===== src/rtl/instruction_fetch.sv =====
// Instruction fetch stage: issues word fetches, queues responses in a 2-entry FIFO,
// and handles PC redirects by flushing and discarding stale in-flight responses.
module instruction_fetch #(
  parameter logic [31:0] RESET_PC = 32'h0000_0000
) (
  input  logic        clk,
  input  logic        rst_n,
  output logic        imem_req_valid,
  input  logic        imem_req_ready,
  output logic [31:0] imem_addr,
  input  logic        imem_rsp_valid,
  input  logic [31:0] imem_rdata,
  input  logic        redirect_valid,
  input  logic [31:0] redirect_pc,
  output logic        inst_valid,
  input  logic        inst_ready,
  output logic [31:0] instruction,
  output logic [31:0] inst_pc
);

  localparam int unsigned XLEN  = 32;
  localparam int unsigned DEPTH = 2;
  localparam int unsigned CNT_W = 2;

  typedef enum logic [1:0] {ST_IDLE, ST_FETCH, ST_DRAIN} state_e;

  state_e                 r_state;
  state_e                 w_state_nxt;
  logic [XLEN-1:0]        r_fetch_pc;
  logic [XLEN-1:0]        r_rsp_pc;
  logic [XLEN-1:0]        w_fetch_pc_nxt;
  logic [XLEN-1:0]        w_rsp_pc_nxt;
  logic [CNT_W-1:0]       r_outst;
  logic [CNT_W-1:0]       r_drop;
  logic [CNT_W-1:0]       r_count;
  logic [CNT_W-1:0]       w_outst_nxt;
  logic [CNT_W-1:0]       w_drop_nxt;
  logic [XLEN-1:0]        r_word [DEPTH];
  logic [XLEN-1:0]        r_pc   [DEPTH];
  logic                   r_wr_ptr;
  logic                   r_rd_ptr;
  logic                   w_fire;
  logic                   w_push;
  logic                   w_pop;
  logic                   w_flush;
  logic                   w_rsp_hit;
  logic                   w_drain_hit;
  logic [XLEN-1:0]        w_redir_pc;
  logic [CNT_W:0]         w_credit_used;

  // Credits cover both in-flight requests and queued words, so the FIFO never overflows
  assign w_credit_used  = {1'b0, r_outst} + {1'b0, r_count};
  assign imem_req_valid = (r_state == ST_FETCH) && (w_credit_used < 3'd2) && !redirect_valid;
  assign imem_addr      = r_fetch_pc;
  assign w_fire         = imem_req_valid && imem_req_ready;
  assign w_redir_pc     = redirect_pc & ~32'h3;
  assign w_rsp_hit      = imem_rsp_valid && (r_outst != 2'd0);
  assign w_drain_hit    = imem_rsp_valid && (r_drop != 2'd0);

  assign inst_valid  = (r_count != 2'd0);
  assign instruction = r_word[r_rd_ptr];
  assign inst_pc     = r_pc[r_rd_ptr];
  assign w_pop       = inst_valid && inst_ready && !w_flush;

  always_comb begin
    w_state_nxt    = r_state;
    w_fetch_pc_nxt = r_fetch_pc;
    w_rsp_pc_nxt   = r_rsp_pc;
    w_outst_nxt    = r_outst;
    w_drop_nxt     = r_drop;
    w_flush        = 1'b0;
    w_push         = 1'b0;
    case (r_state)
      ST_IDLE: w_state_nxt = ST_FETCH;
      ST_FETCH: begin
        if (redirect_valid) begin
          // A response landing with the redirect is stale and counts against the drain
          w_flush        = 1'b1;
          w_fetch_pc_nxt = w_redir_pc;
          w_rsp_pc_nxt   = w_redir_pc;
          w_outst_nxt    = 2'd0;
          w_drop_nxt     = r_outst - 2'(w_rsp_hit);
          w_state_nxt    = (w_drop_nxt != 2'd0) ? ST_DRAIN : ST_FETCH;
        end else begin
          w_push      = w_rsp_hit;
          w_outst_nxt = r_outst + 2'(w_fire) - 2'(w_rsp_hit);
          if (w_fire)    w_fetch_pc_nxt = r_fetch_pc + 32'd4;
          if (w_rsp_hit) w_rsp_pc_nxt   = r_rsp_pc + 32'd4;
        end
      end
      ST_DRAIN: begin
        if (redirect_valid) begin
          w_flush        = 1'b1;
          w_fetch_pc_nxt = w_redir_pc;
          w_rsp_pc_nxt   = w_redir_pc;
        end
        w_drop_nxt = r_drop - 2'(w_drain_hit);
        if (w_drop_nxt == 2'd0) w_state_nxt = ST_FETCH;
      end
      default: w_state_nxt = ST_IDLE;
    endcase
  end

  // Control state
  always_ff @(posedge clk or negedge rst_n) begin
    if (!rst_n) begin
      r_state    <= ST_IDLE;
      r_fetch_pc <= RESET_PC;
      r_rsp_pc   <= RESET_PC;
      r_outst    <= 2'd0;
      r_drop     <= 2'd0;
    end else begin
      r_state    <= w_state_nxt;
      r_fetch_pc <= w_fetch_pc_nxt;
      r_rsp_pc   <= w_rsp_pc_nxt;
      r_outst    <= w_outst_nxt;
      r_drop     <= w_drop_nxt;
    end
  end

  // Response FIFO of {word, pc}
  always_ff @(posedge clk or negedge rst_n) begin
    if (!rst_n) begin
      for (int i = 0; i < DEPTH; i++) begin
        r_word[i] <= '0;
        r_pc[i]   <= '0;
      end
      r_wr_ptr <= 1'b0;
      r_rd_ptr <= 1'b0;
      r_count  <= 2'd0;
    end else if (w_flush) begin
      r_wr_ptr <= 1'b0;
      r_rd_ptr <= 1'b0;
      r_count  <= 2'd0;
    end else begin
      if (w_push) begin
        r_word[r_wr_ptr] <= imem_rdata;
        r_pc[r_wr_ptr]   <= r_rsp_pc;
        r_wr_ptr         <= ~r_wr_ptr;
      end
      if (w_pop) r_rd_ptr <= ~r_rd_ptr;
      r_count <= r_count + 2'(w_push) - 2'(w_pop);
    end
  end

endmodule


===== config.mk =====
export PLATFORM = sky130hd
export DESIGN_NAME = instruction_fetch
export DESIGN_NICKNAME = d
export VERILOG_FILES = /design/src/rtl/instruction_fetch.sv
export SDC_FILE = /design/constraint.sdc
export NUM_CORES = 1
export LEC_CHECK = 0
export CORE_MARGIN = 3
export CORE_UTILIZATION = 49
export CTS_CLUSTER_SIZE = 20
export DETAILED_ROUTE_END_ITERATION = 16
export PLACE_DENSITY = 0.74
export SETUP_SLACK_MARGIN = 0.15
export SYNTH_ARGS = -nofsm -noshare
export SYNTH_HDL_FRONTEND = slang
export SYNTH_SLANG_ARGS = --single-unit

===== constraint.sdc =====
create_clock -name clk -period 7.99 [get_ports clk]
set_input_delay 1.598 -clock clk [delete_from_list [all_inputs] [get_ports clk]]
set_output_delay 1.598 -clock clk [all_outputs]
set_load 0.05 [all_outputs]

### Word level (Yosys, flattened, before mapping)

Index checks and enable logic that the tools add are counted.
W data, S select, Z words.

| storage, ports and cells | value |
|---|---|
| logic and storage cells | 95 |
| bits of input ports | 70 |
| flip-flop bits (word level) | 202 |

| operators by class | value |
|---|---|
| bitwise operators | 5 |
| add/sub/neg operators | 9 |
| $lt $le $gt $ge | 4 |
| muxes and demuxes | 33 |
| reductions and logical operators | 25 |
| equality and inequality tests | 7 |

Operators with widths:

| kind | number |
|---|---|
| $mux W32 | 12 |
| $bwmux W64 | 2 |
| $pmux W32 S2 | 2 |
| $add A32 B3 Y32 const B | 2 |
| $demux W32 S1 | 1 |
| $reduce_bool A2 Y1 | 7 |
| $mux W2 | 6 |
| $logic_and A1 B1 Y1 | 8 |
| $mux W1 | 8 |
| $sub A2 B1 Y2 | 4 |
| $ne A2 B2 Y1 const B | 3 |
| $ne A3 B3 Y1 const B | 2 |
| $pmux W2 S3 | 1 |
| $reduce_and A2 Y1 | 3 |
| $reduce_and A3 Y1 | 2 |
| $add A2 B1 Y2 | 2 |
| $ge A2 B2 Y1 const B | 2 |
| $logic_not A2 Y1 | 2 |
| $not A1 Y2 | 2 |
| $pmux W2 S2 | 1 |
| $add A2 B2 Y3 | 1 |
| $lt A3 B2 Y1 const B | 1 |
| $not A1 Y1 | 3 |
| $eq A2 B1 Y1 const B | 1 |
| other kinds (4) | 5 |

### Longest topological paths before layout

Gate-level depths: netlist of the first run.

| logic depth | value |
|---|---|
| word-level depth | 8 |
| mapped depth | 12 |

### Worst setup path after synthesis of the first run

No wires, ideal clock.

| timing path | value |
|---|---|
| path type | in2out |
| from | input redirect_valid |
| to | output imem_req_valid |
| cell stages on the path | 4 |
| slack | 3.390 ns |
| path buffers | 1 |
| arrival time | 3.002 ns |
| cell sequence | buf_2 > inv_1 > nand2_1 > nor3_1 |

| on the way | value |
|---|---|
| cells in the longest elaborated chain, start to end | 2 |

RTL lines:

| what | line | RTL |
|---|---|---|
| from (decl) | 13 | `input logic redirect_valid,` |
| $logic_not A1 Y1 | 53 | `assign imem_req_valid = (r_state == ST_FETCH) && (w_credit_used < 3'd2) && !redirect_valid;` |
| $logic_and A1 B1 Y1 | 53 |  |
| to (decl) | 8 | `output logic imem_req_valid,` |

No other way between the ends.

### Worst setup path in the final report of the first run

Ends and elaborated chain as after synthesis.

==> impl_metrics.tcl, run 1 <==
set metrics [dict create \
    status "finished clean" \
    fin_skew_ns 0.0149 \
    ir_drop_mv 0.248 \
    rrSetupSlack_ns 4.54 \
    area_growth_pct 22.5 \
    dp_cells 1268 \
    fin_area_um2 12400 \
    stdcell_count 1300 \
    synthCells 894 \
    die_area_um2 22400 \
    ys_seq_elements 194 \
    dpl.hpwl_um 16100 \
    cap_viol_max_count 0 \
    ys.flop_type "dfrtp_1" \
    drc 0 \
    rsz0062_at_grt "false" \
    clk_pin_slew_worst_paths_ns 0.06 \
    setup.worst_path.start_class "primary input" \
    cts_setup_buffers 0 \
    cts_tree "yes" \
    crit_family "buffers and inverters" \
    worstRegToRegCells 7 \
    hold_path_class "flip-flop to flip-flop" \
    synthArstFlopShare_pct 100 \
    io_pins 168 \
    crit_buf_inv 3 \
    totalWireLength_um 24300 \
    crit_cells 5 \
    finalSetupViolations 0 \
    num_rows 51 \
    crit_chain "clkdlybuf4s50_1 -> inv_1 -> nand2_1 -> nor3_1 -> clkdlybuf4s50_1" \
    crit_end "imem_req_valid" \
    worst_pin_slew_ns 1.11 \
    drt_pass1_iterations 5 \
    synth_edf_count 0 \
    clockBufferDepth 2 \
    fmax_mhz 183 \
    die_y_um 150 \
    nets 1105 \
    first_global_vias 7501 \
    avgViaCountPerCell 5.89 \
    startpoint "redirect_valid" \
    critical_path_class "primary input to primary output" \
    synth.top_cell.area_share_pct 48.0 \
    p_per_area_nw_per_um2 468 \
    grt_usage_pct 21.9 \
    grt_overflow 0 \
    final.period_utilization_pct 68.5 \
    slew_headroom_pct 26.2 \
    hold_violations 0 \
    initial_core_util_pct 50.9 \
    finalSetupTns_ns 0 \
    crit_arrival_ns 3.88 \
    insertion_delay_ns 0.43 \
    netlist_area_um2 10100 \
    drive_gt1_share_pct 23.9 \
    yosysWarnings 0 \
    antenna_found_initial 0 \
    grt_max_degree 119 \
    yosysUniqueCellTypes 72 \
    synth_area_leader_cell "dfrtp_1" \
    dpl_cell_area_um2 11700 \
    slowest_stage "clkdlybuf4s50_1" \
    cp-end-kind "primary output" \
    synthTopCellsByArea "dfrtp_1, mux2_2, a21oi_1" \
    post_cts_resized 0 \
    insertedDiodeCount 0 \
    cts_buffers 17 \
    wire_per_inst_um 18.7 \
    gp_congestion 0.871 \
    required_ns 6.39 \
    grt_pass1_wl_um 39400 \
    period_minus_slack_ns 5.47 \
    port_buffers 161 \
    vias 7658 \
    reg2reg_to "r_pc[38]" \
    ant_nets 0 \
    cp_common_cell "clkdlybuf4s50_1" \
    cts_hold_buf 0 \
    cts.sinks 194 \
    final_core_util_pct 62.4 \
    path_max_fanout 19 \
    cpPeakStageDelay_ns 0.83 \
    syn_avg_cell_area_um2 11.3 \
    cts_root_buf "clkbuf_16" \
    p_leak_nw 5.24 \
    core_um2 19800 \
    reg2reg_from "r_state[1]" \
    initialDrtViolationCount 516 \
    seq_area_frac_synth_pct 48.0 \
    h-tree-depth 4 \
    maxSlewViolCount 0 \
    chipWidth_um 150 \
]
==> cell usage after synthesis (all sizes together) (4+ instances only) <==
master   instances
a211oi           8
and4             7
nor2            47
buf             39
nor3            25
and2             6
a31oi            8
clkbuf          23
dfrtp          194
inv             15
a21oi           49
and3            18
a311oi           9
a22oi            4
or2              5
xnor2            4
o21a             6
nor4             7
o211ai           5
ha              12
o22a             5
nor3b            4
nand2           60
o21ai           33
mux2           184
or3              4
a2bb2oi          9
nand4           17
nand3           33
o22ai           22
==> cells by family after synthesis <==
group / count (synthesis) / synth area share [%]
flip-flops: 194 / 48.0
other: 1 / 0.0371
AND/OR/NAND/NOR: 237 / 13.1
buffers and inverters: 77 / 4.28
multiplexers: 184 / 20.5
AO/OA/AOI/OAI: 181 / 11.8
XOR/XNOR: 7 / 0.607
adder cells (fa/ha/maj): 13 / 1.68
==> worst reg2reg max path, delay by kind of cell, from the launching register on <==
family	cells	cell delay (ns)
adder cells (fa/ha/maj)	1	0.55
buffers and inverters	2	0.65
flip-flops	1	0.40
multiplexers	1	0.40
AND/OR/NAND/NOR	3	1.34
==> layer usage <==
metal | share of wire [%] | global-route usage (%)
met1 | 47 | 32.7
met2 | 45 | 33.5
met3 | 6.8 | 3.69
met4 | 1.0 | 5.26
met5 | 0 | 0
==> placed cells by master (no fill, tap or decap), types with 3 or more instances in the layout <==
cell | netlist | final
a2bb2oi_1 | 9 | 9
ha_1 | 12 | 12
or3_1 | 4 | 4
inv_6 | 0 | 5
dfrtp_1 | 194 | 193
and3_1 | 14 | 14
nor4_1 | 6 | 6
nand4_4 | 3 | 3
nand4_1 | 13 | 13
xnor2_1 | 4 | 4
o22ai_1 | 22 | 22
nand2_1 | 60 | 60
a311oi_1 | 9 | 9
nor3_1 | 23 | 23
nand3_1 | 30 | 30
clkinv_2 | 0 | 3
o21a_1 | 6 | 6
mux2_1 | 4 | 4
and4_1 | 7 | 7
nor3b_1 | 3 | 3
o22a_1 | 5 | 5
clkdlybuf4s50_1 | 0 | 160
and2_1 | 6 | 6
clkbuf_16 | 0 | 17
a22oi_1 | 4 | 4
o211ai_1 | 5 | 5
and3_2 | 3 | 3
nor2_1 | 43 | 42
o21ai_0 | 32 | 32
nor2_4 | 2 | 3
a21oi_1 | 49 | 49
bufinv_16 | 0 | 4
a31oi_1 | 7 | 7
conb_1 | 1 | 4
xor2_1 | 3 | 3
a211oi_1 | 8 | 8
buf_4 | 7 | 7
mux2_2 | 180 | 180
inv_1 | 15 | 15
==> power by group <==
group | internal (mW) | total [mW] | switching (mW)
logic | 1.19 | 3.00 | 1.80
registers | 1.43 | 1.87 | 0.438
clock network | 0.528 | 0.916 | 0.388
total | 3.15 | 5.79 | 2.63
==> registers in the layout (all words and copies together) (netlist names) <==
signal and count:
r_count 2, r_wr_ptr 1, imem_addr 30, r_word 64, r_pc 60, r_state 2
r_outst 2, r_drop 2, r_rd_ptr 1, r_rsp_pc 30
==> how the worst min path moves through the flow <==
stage | start | to | slack, ns | depth (start not counted)
2_1_floorplan | r_pc[16] | r_pc[16] | 0.44 | 2
3_3_place_gp | r_pc[16] | r_pc[16] | 0.46 | 2
3_5_place_dp | r_pc[48] | r_pc[48] | 0.47 | 1
4_1_cts | r_pc[48] | r_pc[48] | 0.49 | 1
5_1_grt | r_word[24] | r_word[24] | 0.52 | 1
6_report | r_pc[48] | r_pc[48] | 0.48 | 1
==> stage by stage <==
stage	power, mW	worst slack [ns]	hold WS [ns]
after detailed placement	4.88	2.51	0.472
after CTS	5.81	2.51	0.487
after global placement	4.82	2.55	0.458
after floorplan	4.02	3.39	0.444
after global routing	6.10	2.34	0.516
final	5.79	2.52	0.480
==> layout make-up <==
cell class / instances / area [um2]
Fill cell: 1606 / 7470
Multi-Input combinational cell: 626 / 4830
Clock inverter: 15 / 203
Timing Repair Buffer: 168 / 1670
Tap cell: 265 / 332
Clock buffer: 17 / 425
Sequential cell: 194 / 4860
Inverter: 15 / 56.3
Note: power is estimated with default switching activity, not from simulation.
==> inputs of run 2 (changes only) <==
==> constraint.sdc (replaced) <==
create_clock -name clk -period 5.45 [get_ports clk]
set_input_delay 1.09 -clock clk [delete_from_list [all_inputs] [get_ports clk]]
set_output_delay 1.09 -clock clk [all_outputs]
set_load 0.05 [all_outputs]
==> run 2 against run 1 <==
Compared with the run above:
- final cell count up 0.31%
- critical path depth up 1
- sequential power up 48%
- worst setup slack worse by 1.2 ns
- register-to-register slack worse by 2.2 ns
- sequential cell count unchanged
- utilization about the same
- first-iteration DRC count down 11%
- via count down 0.12%
- combinational power up 46%
- global-route usage down 0.18 points
- die area unchanged
==> impl_metrics.tcl, run 2 (synthesis gave the netlist of run 1 again) <==
set metrics [dict create \
    status "finished clean" \
    fin_skew_ns 0.00962 \
    hold_path_class "flip-flop to flip-flop" \
    port_buffers 161 \
    gp_congestion 0.886 \
    seqPwrFrac_pct 33.0 \
    comb_power_share_pct 52.2 \
    initial_core_util_pct 50.9 \
    antenna_found_initial 0 \
    fmax_mhz 244 \
    intPower_mw 4.51 \
    path_max_fanout 19 \
    clkPwrFrac_pct 14.8 \
    totalWireLength_um 24200 \
    crit_arrival_ns 3.02 \
    reg2reg_to "r_word[30]" \
    clockBufferDepth 2 \
    ant_nets 0 \
    io_pins 168 \
    avgViaCountPerCell 5.87 \
    grt_usage_pct 21.7 \
    cp_common_cell "clkdlybuf4s50_1" \
    rsz0062_at_grt "false" \
    slowest_stage "clkdlybuf4s50_1" \
    fin_hold_ws_ns 0.485 \
    grt_overflow 0 \
    h-tree-depth 4 \
    crit_buf_inv 4 \
    critical_path_class "primary input to primary output" \
    top_regs "r_word (64), r_pc (60)" \
    final_core_util_pct 62.3 \
    cts_root_buf "clkbuf_16" \
    maxSlewViolCount 0 \
    vias 7649 \
    p_sw_mw 3.88 \
    drc 0 \
    layout_commonest_cell "dfrtp_1" \
    rrSetupSlack_ns 2.36 \
    initialDrtViolationCount 461 \
    dpl.hpwl_um 16700 \
    worst_pin_slew_ns 1.12 \
    area_growth_pct 22.5 \
    core_um2 19800 \
    final.period_utilization_pct 75.4 \
    cts_tree "yes" \
    cpPeakStageDelay_ns 0.83 \
    crit_family "buffers and inverters" \
    hold_violations 0 \
    largest_reg_flops 64 \
    cts.sinks 194 \
    layout_common_cells "dfrtp_1, mux2_2, clkdlybuf4s50_1" \
    fillers 1627 \
    crit_cells 6 \
    p_leak_nw 5.24 \
    switching_share_pct 46.2 \
    cts_buffers 17 \
    chipWidth_um 150 \
    required_ns 4.36 \
    finalSetupViolations 0 \
    grt_max_degree 90 \
    slew_headroom_pct 25.6 \
    grt_pass1_wl_um 38900 \
    crit_chain "clkdlybuf4s50_1 -> buf_4 -> inv_1 -> nand2_1 -> nor3_1 -> clkdlybuf4s50_1" \
    ir_drop_mv 0.463 \
    post_cts_resized 0 \
    dp_cells 1273 \
    num_rows 51 \
    stdcell_count 1304 \
    setup.worst_path.start_class "primary input" \
    drive_gt1_share_pct 24.1 \
    startpoint "redirect_valid" \
    p_per_area_nw_per_um2 678 \
    die_area_um2 22400 \
    regMostFlops "r_word" \
    cts_setup_buffers 0 \
    die_y_um 150 \
    nets 1110 \
    cp-end-kind "primary output" \
    worstRegToRegCells 6 \
    cts_hold_buf 0 \
    reg2reg_from "r_state[1]" \
    clk_pin_slew_worst_paths_ns 0.07 \
    drt_pass1_iterations 5 \
    insertion_delay_ns 0.44 \
    crit_end "imem_req_valid" \
    finalSetupTns_ns 0 \
    wire_per_inst_um 18.6 \
    insertedDiodeCount 0 \
    period_minus_slack_ns 4.11 \
    cap_viol_max_count 0 \
    first_global_vias 7436 \
]
## run 2: cell types whose count changed in the layout (fill, tap and decap cells not counted), sizes merged
cell and change:
bufinv -3, clkinv -1, clkinvlp +1, clkbuf +1
buf +5, inv +1
## run 2: cell type report
| cell class | count | area (um2) | area share [%] |
|---|---|---|---|
| Clock buffer | 18 | 429 | 3.47 |
| Clock inverter | 13 | 148 | 1.19 |
| Inverter | 15 | 56.3 | 0.455 |
| Multi-Input combinational cell | 626 | 4830 | 39.1 |
| Sequential cell | 194 | 4860 | 39.2 |
| Tap cell | 265 | 332 | 2.68 |
| Timing Repair Buffer | 173 | 1720 | 13.9 |
## run 2: how the worst min path moves through the flow
stage,endpoint,cells past startpoint,start,slack (ns)
after floorplan,r_pc[16],2,r_pc[16],0.44
after global placement,r_pc[16],2,r_pc[16],0.46
after detailed placement,r_pc[26],2,r_pc[26],0.47
after CTS,r_pc[26],2,r_pc[26],0.49
after global routing,r_pc[22],1,r_pc[22],0.51
final,r_pc[26],2,r_pc[26],0.49
## run 2: routing by layer
layer | global-route usage (%) | share of wire, %
met4 | 5.17 | 1.0
met1 | 31.2 | 46
met3 | 5.66 | 8.3
met2 | 33.1 | 45
met5 | 0 | 0
## run 2: power by group through the flow
stage,registers (mW),logic (mW),clock network (mW)
3_5_place_dp,2.77,4.38,0
2_1_floorplan,2.87,3.02,0
5_1_grt,2.87,4.67,1.33
6_report,2.77,4.38,1.24
4_1_cts,2.75,4.40,1.27
3_3_place_gp,2.75,4.33,0
## run 2: worst min-delay path: stages, from the launching register on
cell and delay, ns:
dfrtp_1 0.35, nand2_1 0.04, o21ai_0 0.06
## run 2: metrics by stage
stage | area (um2) | worst slack, ns | power [mW]
final | 12400 | 1.34 | 8.39
after global routing | 12400 | 1.25 | 8.86
after CTS | 12400 | 1.34 | 8.43
after detailed placement | 11800 | 1.34 | 7.16
after global placement | 11800 | 1.35 | 7.08
after floorplan | 10100 | 1.87 | 5.89
